[src/rtl/frame_color_classifier_if.sv]
// Pixel-scan input and per-frame verdict bundle between the VGA side and the colour classifier.
// The master drives the scan and pixel data; the slave (classifier) publishes the verdict.
interface frame_color_classifier_if #(
  parameter int unsigned COUNT_W = 15
);
  logic [7:0]         PIXEL_IN;
  logic [9:0]         VGA_PIXEL_X;
  logic [9:0]         VGA_PIXEL_Y;
  logic               VGA_VSYNC_NEG;
  logic [8:0]         RESULT;
  logic               RESULT_VALID;
  logic [COUNT_W-1:0] RED_TOTAL;
  logic [COUNT_W-1:0] BLUE_TOTAL;

  modport master (
    output PIXEL_IN, VGA_PIXEL_X, VGA_PIXEL_Y, VGA_VSYNC_NEG,
    input  RESULT, RESULT_VALID, RED_TOTAL, BLUE_TOTAL
  );

  modport slave (
    input  PIXEL_IN, VGA_PIXEL_X, VGA_PIXEL_Y, VGA_VSYNC_NEG,
    output RESULT, RESULT_VALID, RED_TOTAL, BLUE_TOTAL
  );
endinterface

[src/rtl/frame_color_classifier.sv]
// Counts red/blue RGB332 pixels per horizontal third of the image window and
// publishes a colour/position/frame-count verdict once per vertical sync.
module frame_color_classifier #(
  parameter int unsigned SCREEN_WIDTH  = 176,
  parameter int unsigned SCREEN_HEIGHT = 144,
  parameter int unsigned COUNT_W       = 15,
  parameter int unsigned MIN_PIXELS    = 400,
  parameter int unsigned R_MIN         = 5,
  parameter int unsigned B_MIN         = 2
) (
  input  logic                     CLK,
  input  logic                     RESET_N,
  frame_color_classifier_if.slave  bus
);

  localparam int unsigned SUM_W   = COUNT_W + 2;
  localparam int unsigned THIRD_L = SCREEN_WIDTH / 3;
  localparam int unsigned THIRD_C = (2 * SCREEN_WIDTH) / 3;
  localparam logic [COUNT_W-1:0] CNT_MAX = '1;

  typedef enum logic [1:0] {IDLE, ACCUM, DECIDE} state_t;

  state_t             state;
  logic [9:0]         dx;
  logic [9:0]         dy;
  logic               prev_vsync;
  logic [COUNT_W-1:0] red_cnt  [3];
  logic [COUNT_W-1:0] blue_cnt [3];
  logic [4:0]         frame_cnt;
  logic [8:0]         result_q;
  logic               result_valid_q;
  logic [COUNT_W-1:0] red_total_q;
  logic [COUNT_W-1:0] blue_total_q;

  logic [2:0]         pix_r_c;
  logic [2:0]         pix_g_c;
  logic [1:0]         pix_b_c;
  logic               is_red_c;
  logic               is_blue_c;
  logic               in_win_c;
  logic               vs_fall_c;
  logic [1:0]         third_c;

  // Pixel data lags the coordinates by one cycle, so classify against dx/dy
  assign pix_r_c   = bus.PIXEL_IN[7:5];
  assign pix_g_c   = bus.PIXEL_IN[4:2];
  assign pix_b_c   = bus.PIXEL_IN[1:0];
  assign is_red_c  = (pix_r_c >= 3'(R_MIN)) && (pix_g_c <= 3'd2) && (pix_b_c <= 2'd1);
  assign is_blue_c = (pix_b_c >= 2'(B_MIN)) && (pix_r_c <= 3'd2) && (pix_g_c <= 3'd2);
  assign in_win_c  = (dx < 10'(SCREEN_WIDTH)) && (dy < 10'(SCREEN_HEIGHT));
  assign vs_fall_c = prev_vsync & ~bus.VGA_VSYNC_NEG;
  assign third_c   = (dx < 10'(THIRD_L)) ? 2'd0 :
                     (dx < 10'(THIRD_C)) ? 2'd1 : 2'd2;

  logic [SUM_W-1:0]   red_sum_c;
  logic [SUM_W-1:0]   blue_sum_c;
  logic [COUNT_W-1:0] red_tot_c;
  logic [COUNT_W-1:0] blue_tot_c;
  logic [COUNT_W-1:0] win_l_c;
  logic [COUNT_W-1:0] win_m_c;
  logic [COUNT_W-1:0] win_r_c;
  logic [1:0]         colour_c;
  logic [1:0]         pos_c;

  // Frame verdict from the frozen counters; position ties go centre, then left
  always_comb begin
    red_sum_c  = SUM_W'(red_cnt[0]) + SUM_W'(red_cnt[1]) + SUM_W'(red_cnt[2]);
    blue_sum_c = SUM_W'(blue_cnt[0]) + SUM_W'(blue_cnt[1]) + SUM_W'(blue_cnt[2]);
    red_tot_c  = (red_sum_c > SUM_W'(CNT_MAX)) ? CNT_MAX : red_sum_c[COUNT_W-1:0];
    blue_tot_c = (blue_sum_c > SUM_W'(CNT_MAX)) ? CNT_MAX : blue_sum_c[COUNT_W-1:0];

    colour_c = 2'b00;
    if ((red_tot_c >= COUNT_W'(MIN_PIXELS)) && (red_tot_c > blue_tot_c)) begin
      colour_c = 2'b01;
    end else if ((blue_tot_c >= COUNT_W'(MIN_PIXELS)) && (blue_tot_c > red_tot_c)) begin
      colour_c = 2'b10;
    end

    win_l_c = (colour_c == 2'b10) ? blue_cnt[0] : red_cnt[0];
    win_m_c = (colour_c == 2'b10) ? blue_cnt[1] : red_cnt[1];
    win_r_c = (colour_c == 2'b10) ? blue_cnt[2] : red_cnt[2];

    pos_c = 2'b00;
    if (colour_c != 2'b00) begin
      if ((win_m_c >= win_l_c) && (win_m_c >= win_r_c)) begin
        pos_c = 2'b10;
      end else if (win_l_c >= win_r_c) begin
        pos_c = 2'b01;
      end else begin
        pos_c = 2'b11;
      end
    end
  end

  // Frame state machine, counters and registered verdict
  always_ff @(posedge CLK or negedge RESET_N) begin
    if (!RESET_N) begin
      state          <= IDLE;
      dx             <= '0;
      dy             <= '0;
      prev_vsync     <= 1'b1;
      frame_cnt      <= '0;
      result_q       <= '0;
      result_valid_q <= 1'b0;
      red_total_q    <= '0;
      blue_total_q   <= '0;
      for (int i = 0; i < 3; i++) begin
        red_cnt[i]  <= '0;
        blue_cnt[i] <= '0;
      end
    end else begin
      dx             <= bus.VGA_PIXEL_X;
      dy             <= bus.VGA_PIXEL_Y;
      prev_vsync     <= bus.VGA_VSYNC_NEG;
      result_valid_q <= 1'b0;
      unique case (state)
        IDLE: begin
          if (vs_fall_c) begin
            for (int i = 0; i < 3; i++) begin
              red_cnt[i]  <= '0;
              blue_cnt[i] <= '0;
            end
            state <= ACCUM;
          end
        end
        ACCUM: begin
          if (vs_fall_c) begin
            state <= DECIDE;
          end else if (in_win_c) begin
            if (is_red_c && (red_cnt[third_c] != CNT_MAX)) begin
              red_cnt[third_c] <= red_cnt[third_c] + COUNT_W'(1);
            end
            if (is_blue_c && (blue_cnt[third_c] != CNT_MAX)) begin
              blue_cnt[third_c] <= blue_cnt[third_c] + COUNT_W'(1);
            end
          end
        end
        DECIDE: begin
          result_q       <= {frame_cnt + 5'd1, pos_c, colour_c};
          red_total_q    <= red_tot_c;
          blue_total_q   <= blue_tot_c;
          result_valid_q <= 1'b1;
          frame_cnt      <= frame_cnt + 5'd1;
          for (int i = 0; i < 3; i++) begin
            red_cnt[i]  <= '0;
            blue_cnt[i] <= '0;
          end
          state <= ACCUM;
        end
        default: state <= IDLE;
      endcase
    end
  end

  assign bus.RESULT       = result_q;
  assign bus.RESULT_VALID = result_valid_q;
  assign bus.RED_TOTAL    = red_total_q;
  assign bus.BLUE_TOTAL   = blue_total_q;

endmodule

[src/flat_wrapper.sv]
// flat-port wrapper written by rule: the top's interface ports become plain ports
module frame_color_classifier_flat 
#(
  parameter int unsigned SCREEN_WIDTH  = 176,
  parameter int unsigned SCREEN_HEIGHT = 144,
  parameter int unsigned COUNT_W       = 15,
  parameter int unsigned MIN_PIXELS    = 400,
  parameter int unsigned R_MIN         = 5,
  parameter int unsigned B_MIN         = 2
)
  (CLK, RESET_N, bus_PIXEL_IN, bus_VGA_PIXEL_X, bus_VGA_PIXEL_Y, bus_VGA_VSYNC_NEG, bus_RESULT, bus_RESULT_VALID, bus_RED_TOTAL, bus_BLUE_TOTAL);
  frame_color_classifier_if #(.COUNT_W(COUNT_W)) bus_i ();
  input  logic CLK;
  input  logic RESET_N;
  input wire logic [$bits(bus_i.PIXEL_IN)-1:0] bus_PIXEL_IN;
  input wire logic [$bits(bus_i.VGA_PIXEL_X)-1:0] bus_VGA_PIXEL_X;
  input wire logic [$bits(bus_i.VGA_PIXEL_Y)-1:0] bus_VGA_PIXEL_Y;
  input wire logic [$bits(bus_i.VGA_VSYNC_NEG)-1:0] bus_VGA_VSYNC_NEG;
  output wire logic [$bits(bus_i.RESULT)-1:0] bus_RESULT;
  output wire logic [$bits(bus_i.RESULT_VALID)-1:0] bus_RESULT_VALID;
  output wire logic [$bits(bus_i.RED_TOTAL)-1:0] bus_RED_TOTAL;
  output wire logic [$bits(bus_i.BLUE_TOTAL)-1:0] bus_BLUE_TOTAL;
  assign bus_i.PIXEL_IN = bus_PIXEL_IN;
  assign bus_i.VGA_PIXEL_X = bus_VGA_PIXEL_X;
  assign bus_i.VGA_PIXEL_Y = bus_VGA_PIXEL_Y;
  assign bus_i.VGA_VSYNC_NEG = bus_VGA_VSYNC_NEG;
  assign bus_RESULT = bus_i.RESULT;
  assign bus_RESULT_VALID = bus_i.RESULT_VALID;
  assign bus_RED_TOTAL = bus_i.RED_TOTAL;
  assign bus_BLUE_TOTAL = bus_i.BLUE_TOTAL;
  frame_color_classifier #(.SCREEN_WIDTH(SCREEN_WIDTH), .SCREEN_HEIGHT(SCREEN_HEIGHT), .COUNT_W(COUNT_W), .MIN_PIXELS(MIN_PIXELS), .R_MIN(R_MIN), .B_MIN(B_MIN)) u_core (.CLK(CLK), .RESET_N(RESET_N), .bus(bus_i));
endmodule
[config.mk]
export PLATFORM = sky130hd
export DESIGN_NAME = frame_color_classifier_flat
export DESIGN_NICKNAME = d
export VERILOG_FILES = /design/src/rtl/frame_color_classifier_if.sv /design/src/rtl/frame_color_classifier.sv /design/src/flat_wrapper.sv
export SDC_FILE = /design/constraint.sdc
export NUM_CORES = 1
export LEC_CHECK = 0
export CORE_MARGIN = 8
export CORE_UTILIZATION = 45
export CTS_BUF_LIST = sky130_fd_sc_hd__clkbuf_8
export CTS_CLUSTER_SIZE = 8
export DETAILED_ROUTE_END_ITERATION = 8
export PLACE_DENSITY = 0.68
export SYNTH_ARGS = -nofsm -noshare
export SYNTH_HDL_FRONTEND = slang
export SYNTH_SLANG_ARGS = --single-unit
[constraint.sdc]
create_clock -name CLK -period 15.63 [get_ports CLK]
set_input_delay 1.563 -clock CLK [delete_from_list [all_inputs] [get_ports CLK]]
set_output_delay 1.563 -clock CLK [all_outputs]
set_load 0.1 [all_outputs]
==> flow_summary.toml <==
[sta]
finalHoldViolCount = 0
min_period_ns = 11.14
setup_viol_count_final = 0
relSlewSlack_pct = 30.70
setup_ws_ns = 4.490
drv_slew = 0
post-route-period-util_pct = 71.28
skew_ns = 0.01920
rsz0062_at_grt = "false"
tightest_slew_ns = 1.039
fmax_mhz = 89.76
hold_slack_ns = 0.4808
finalSetupTns_ns = 0

[cells_and_area]
fin_area_sq_mm = 0.01261
final_nets = 1509
ff_latch_area_sq_mm = 0.003730
drive_gt1_share_pct = 8.467
layout_commonest_cell = "nand2_1"
final_cell_mix = "174 x nand2_1, 148 x dfrtp_1, 144 x o21ai_0, 117 x ha_1, 115 x nor2_1"
final_cells = 1700
multi_input_area_sq_mm = 0.007172
n_antenna_cell = 0
utilization_pct = 50.51
syn2layout_area_growth_pct = 11.38
n_fill_cell = 2317

[global_routing]
grt_overflow_total = 0
antenna_found_initial = 0
grt_max_degree = 83
grt_usage_pct = 20.05
grt_pass1_wl_mm = 49.37
grt_pass1_vias = 9521

[power_and_ir_drop]
clkPwrFrac_pct = 11.4
swShare_pct = 52.96
p_int_mw = 1.240
power.total_mw = 2.635
combinationalPowerShare_pct = 67.0
power_frac_seq_pct = 21.6
powerDensity_mw_per_mm2 = 209.0
peakVddDrop_v = 0.0003664
leakage_nw = 5.659
switchingPower_mw = 1.395

[setup_path]
critPathCaptureType = "flop"
slowest_stage = "buf_4"
crit_arrival_ns = 11.48
reg2regPathDepth = 47
crit_path_start_kind = "flop"
max_stage_delay_ns = 0.53
crit_required_ns = 15.97
rr_startpoint = "u_core.blue_cnt[15]"
crit_path_frequent_cell = "o21ai_0"
crit_fanout = 50
ff2ff_setup_slack_ns = 4.49
r2r-end = "u_core.bus.RESULT[3]"
criticalPathCategory = "reg2reg"

[die]
rows = 58
die_w_microns = 174.6
coreArea_sq_mm = 0.02496
start_util_pct = 45.35
ios = 71
dieArea_sq_mm = 0.03049
fp.dieH_microns = 174.6

[logic_synthesis]
async_flop_share_pct = 100.0
yosys_warnings = 0
netlist_area_sq_mm = 0.01132
syn_inst = 1306
yosys_register_bits = 149
synth-edff-count = 0
netlist-cell-type-count = 84
synthesis.nets = 1458
yosysTopAreaCell = "dfrtp_1"
synth_area_per_cell_sq_um = 8.668
synthDominantCellAreaShare_pct = 32.71
ys_seq_area_share_pct = 32.95
synth_area_leaders = "dfrtp_1 33%, ha_1 13%, o21ai_0 6.4%"
synth_top_flop_cell = "dfrtp_1"

[drt]
dr.pass1.iters = 5
routed_via_density = 5.788
wire_per_inst_microns = 18.21
drt-total-wl_mm = 30.96
vias = 9840
drc = 0
ant_nets = 0
drtIter0Drc = 736

[placement]
place_inst = 1668
hpwl_mm = 24.35
gp_congestion = 0.9015
io_buffers = 65
post_dp_cell_area_sq_mm = 0.01222
post-place-ws_ns = 4.688

[min_path]
min_path_type = "reg2reg"
hp-start = "u_core.bus.RESULT[1]"
min_path_cells = 2
min_to = "u_core.bus.RESULT[1]"

[clock_network]
cts_resized = 0
cts.sinks = 149
root_buffer = "clkbuf_8"
cts_tree = "done"
clk_path_buf_depth = 2
cts_setup_buffers = 0
cts_max_level = 4
ctsHoldBuffers = 0
cts_buffers = 17
clk_pin_slew_ns = 0.09
clk_latency_ns = 0.47

[flow_run]
maxCapViolations = 0

[outcome]
status = "finished, final reports clean"
## logic make-up (layout without fill, tap and decap cells)
logic type      count (synthesis)  count (layout)  synth area share, %
simple gates                  429             429                17.43
compound gates                391             391                21.88
flops                         149             149                32.95
fa+ha+maj                     127             127                14.19
buf+inv                        94             158                3.769
xor+xnor                       72              72                5.570
mux                            44              44                4.211
## how the worst max path moves through the flow
stage | start | end | slack, ns | depth (start not counted)
floorplan | u_core.blue_cnt[15] | u_core.bus.RESULT[3] | 6.55 | 53
global placement | u_core.blue_cnt[15] | u_core.bus.RESULT[3] | 4.80 | 47
detailed placement | u_core.blue_cnt[15] | u_core.bus.RESULT[3] | 4.69 | 47
CTS | u_core.blue_cnt[15] | u_core.bus.RESULT[3] | 4.57 | 47
global route | u_core.blue_cnt[15] | u_core.bus.RESULT[3] | 3.38 | 51
finish | u_core.blue_cnt[15] | u_core.bus.RESULT[3] | 4.49 | 47
## per-layer routing
| metal | global-route usage (%) | vias up | part of all wire [%] | wire length (microns) |
|---|---|---|---|---|
| li1 | - | 4775 | - | - |
| met2 | 33.30 | 275 | 47 | 14650 |
| met4 | 7.453 | 0 | 2.9 | 898 |
| met5 | 0 | - | 0 | 0 |
| met1 | 25.86 | 4732 | 45 | 13850 |
| met3 | 3.346 | 58 | 5.0 | 1563 |
## Yosys cell counts (11+ instances only)
master / number
nand2b_1: 24
o21ai_1: 21
clkbuf_1: 12
nand4_1: 14
ha_1: 117
inv_1: 42
a21boi_0: 17
xor2_1: 20
buf_2: 14
nor2_1: 115
mux2i_1: 15
dfrtp_1: 148
a21o_1: 26
nand2_1: 174
o21ai_0: 144
nor3_1: 15
a21oi_1: 57
o22ai_1: 22
nor2b_1: 19
xnor2_1: 52
a211oi_1: 11
a31oi_1: 14
mux2_2: 29
inv_2: 13
nand3_1: 19
o21a_1: 16
## power groups by stage
stage	clock, mW	combinational (mW)	sequential, mW
2_1_floorplan	0	1.09	0.801
3_3_place_gp	0	1.72	0.574
3_5_place_dp	0	1.74	0.577
4_1_cts	0.305	1.75	0.569
5_1_grt	0.321	1.91	0.578
6_report	0.300	1.77	0.568
## cell type report
cell class                      count  area share, %
Inverter                           55          1.637
Clock inverter                     15          1.250
Sequential cell                   149          29.58
Clock buffer                       17          1.856
Multi-Input combinational cell   1063          56.88
Timing Repair Buffer               71          5.527
Tap cell                          330          3.274
## registers in the layout (all words and copies together) (netlist names)
| name | count |
|---|---|
| u_core.dy | 6 |
| u_core.prev_vsync | 1 |
| u_core.state | 2 |
| u_core.bus.BLUE_TOTAL | 15 |
| u_core.bus.RESULT_VALID | 1 |
| u_core.dx | 10 |
| u_core.bus.RESULT | 9 |
| u_core.red_cnt | 45 |
| u_core.blue_cnt | 45 |
| u_core.bus.RED_TOTAL | 15 |
## worst max-delay path: cells and delay by family (launching register included)
| kind | cells | cell delay, ns |
|---|---|---|
| AOI/OAI and AO/OA | 26 | 5.54 |
| muxes | 2 | 0.65 |
| DFF | 1 | 0.41 |
| adders and majority gates | 5 | 1.61 |
| and+or+nand+nor | 12 | 2.18 |
| buffers and inverters | 2 | 0.60 |
(Power assumes the default switching activity.)
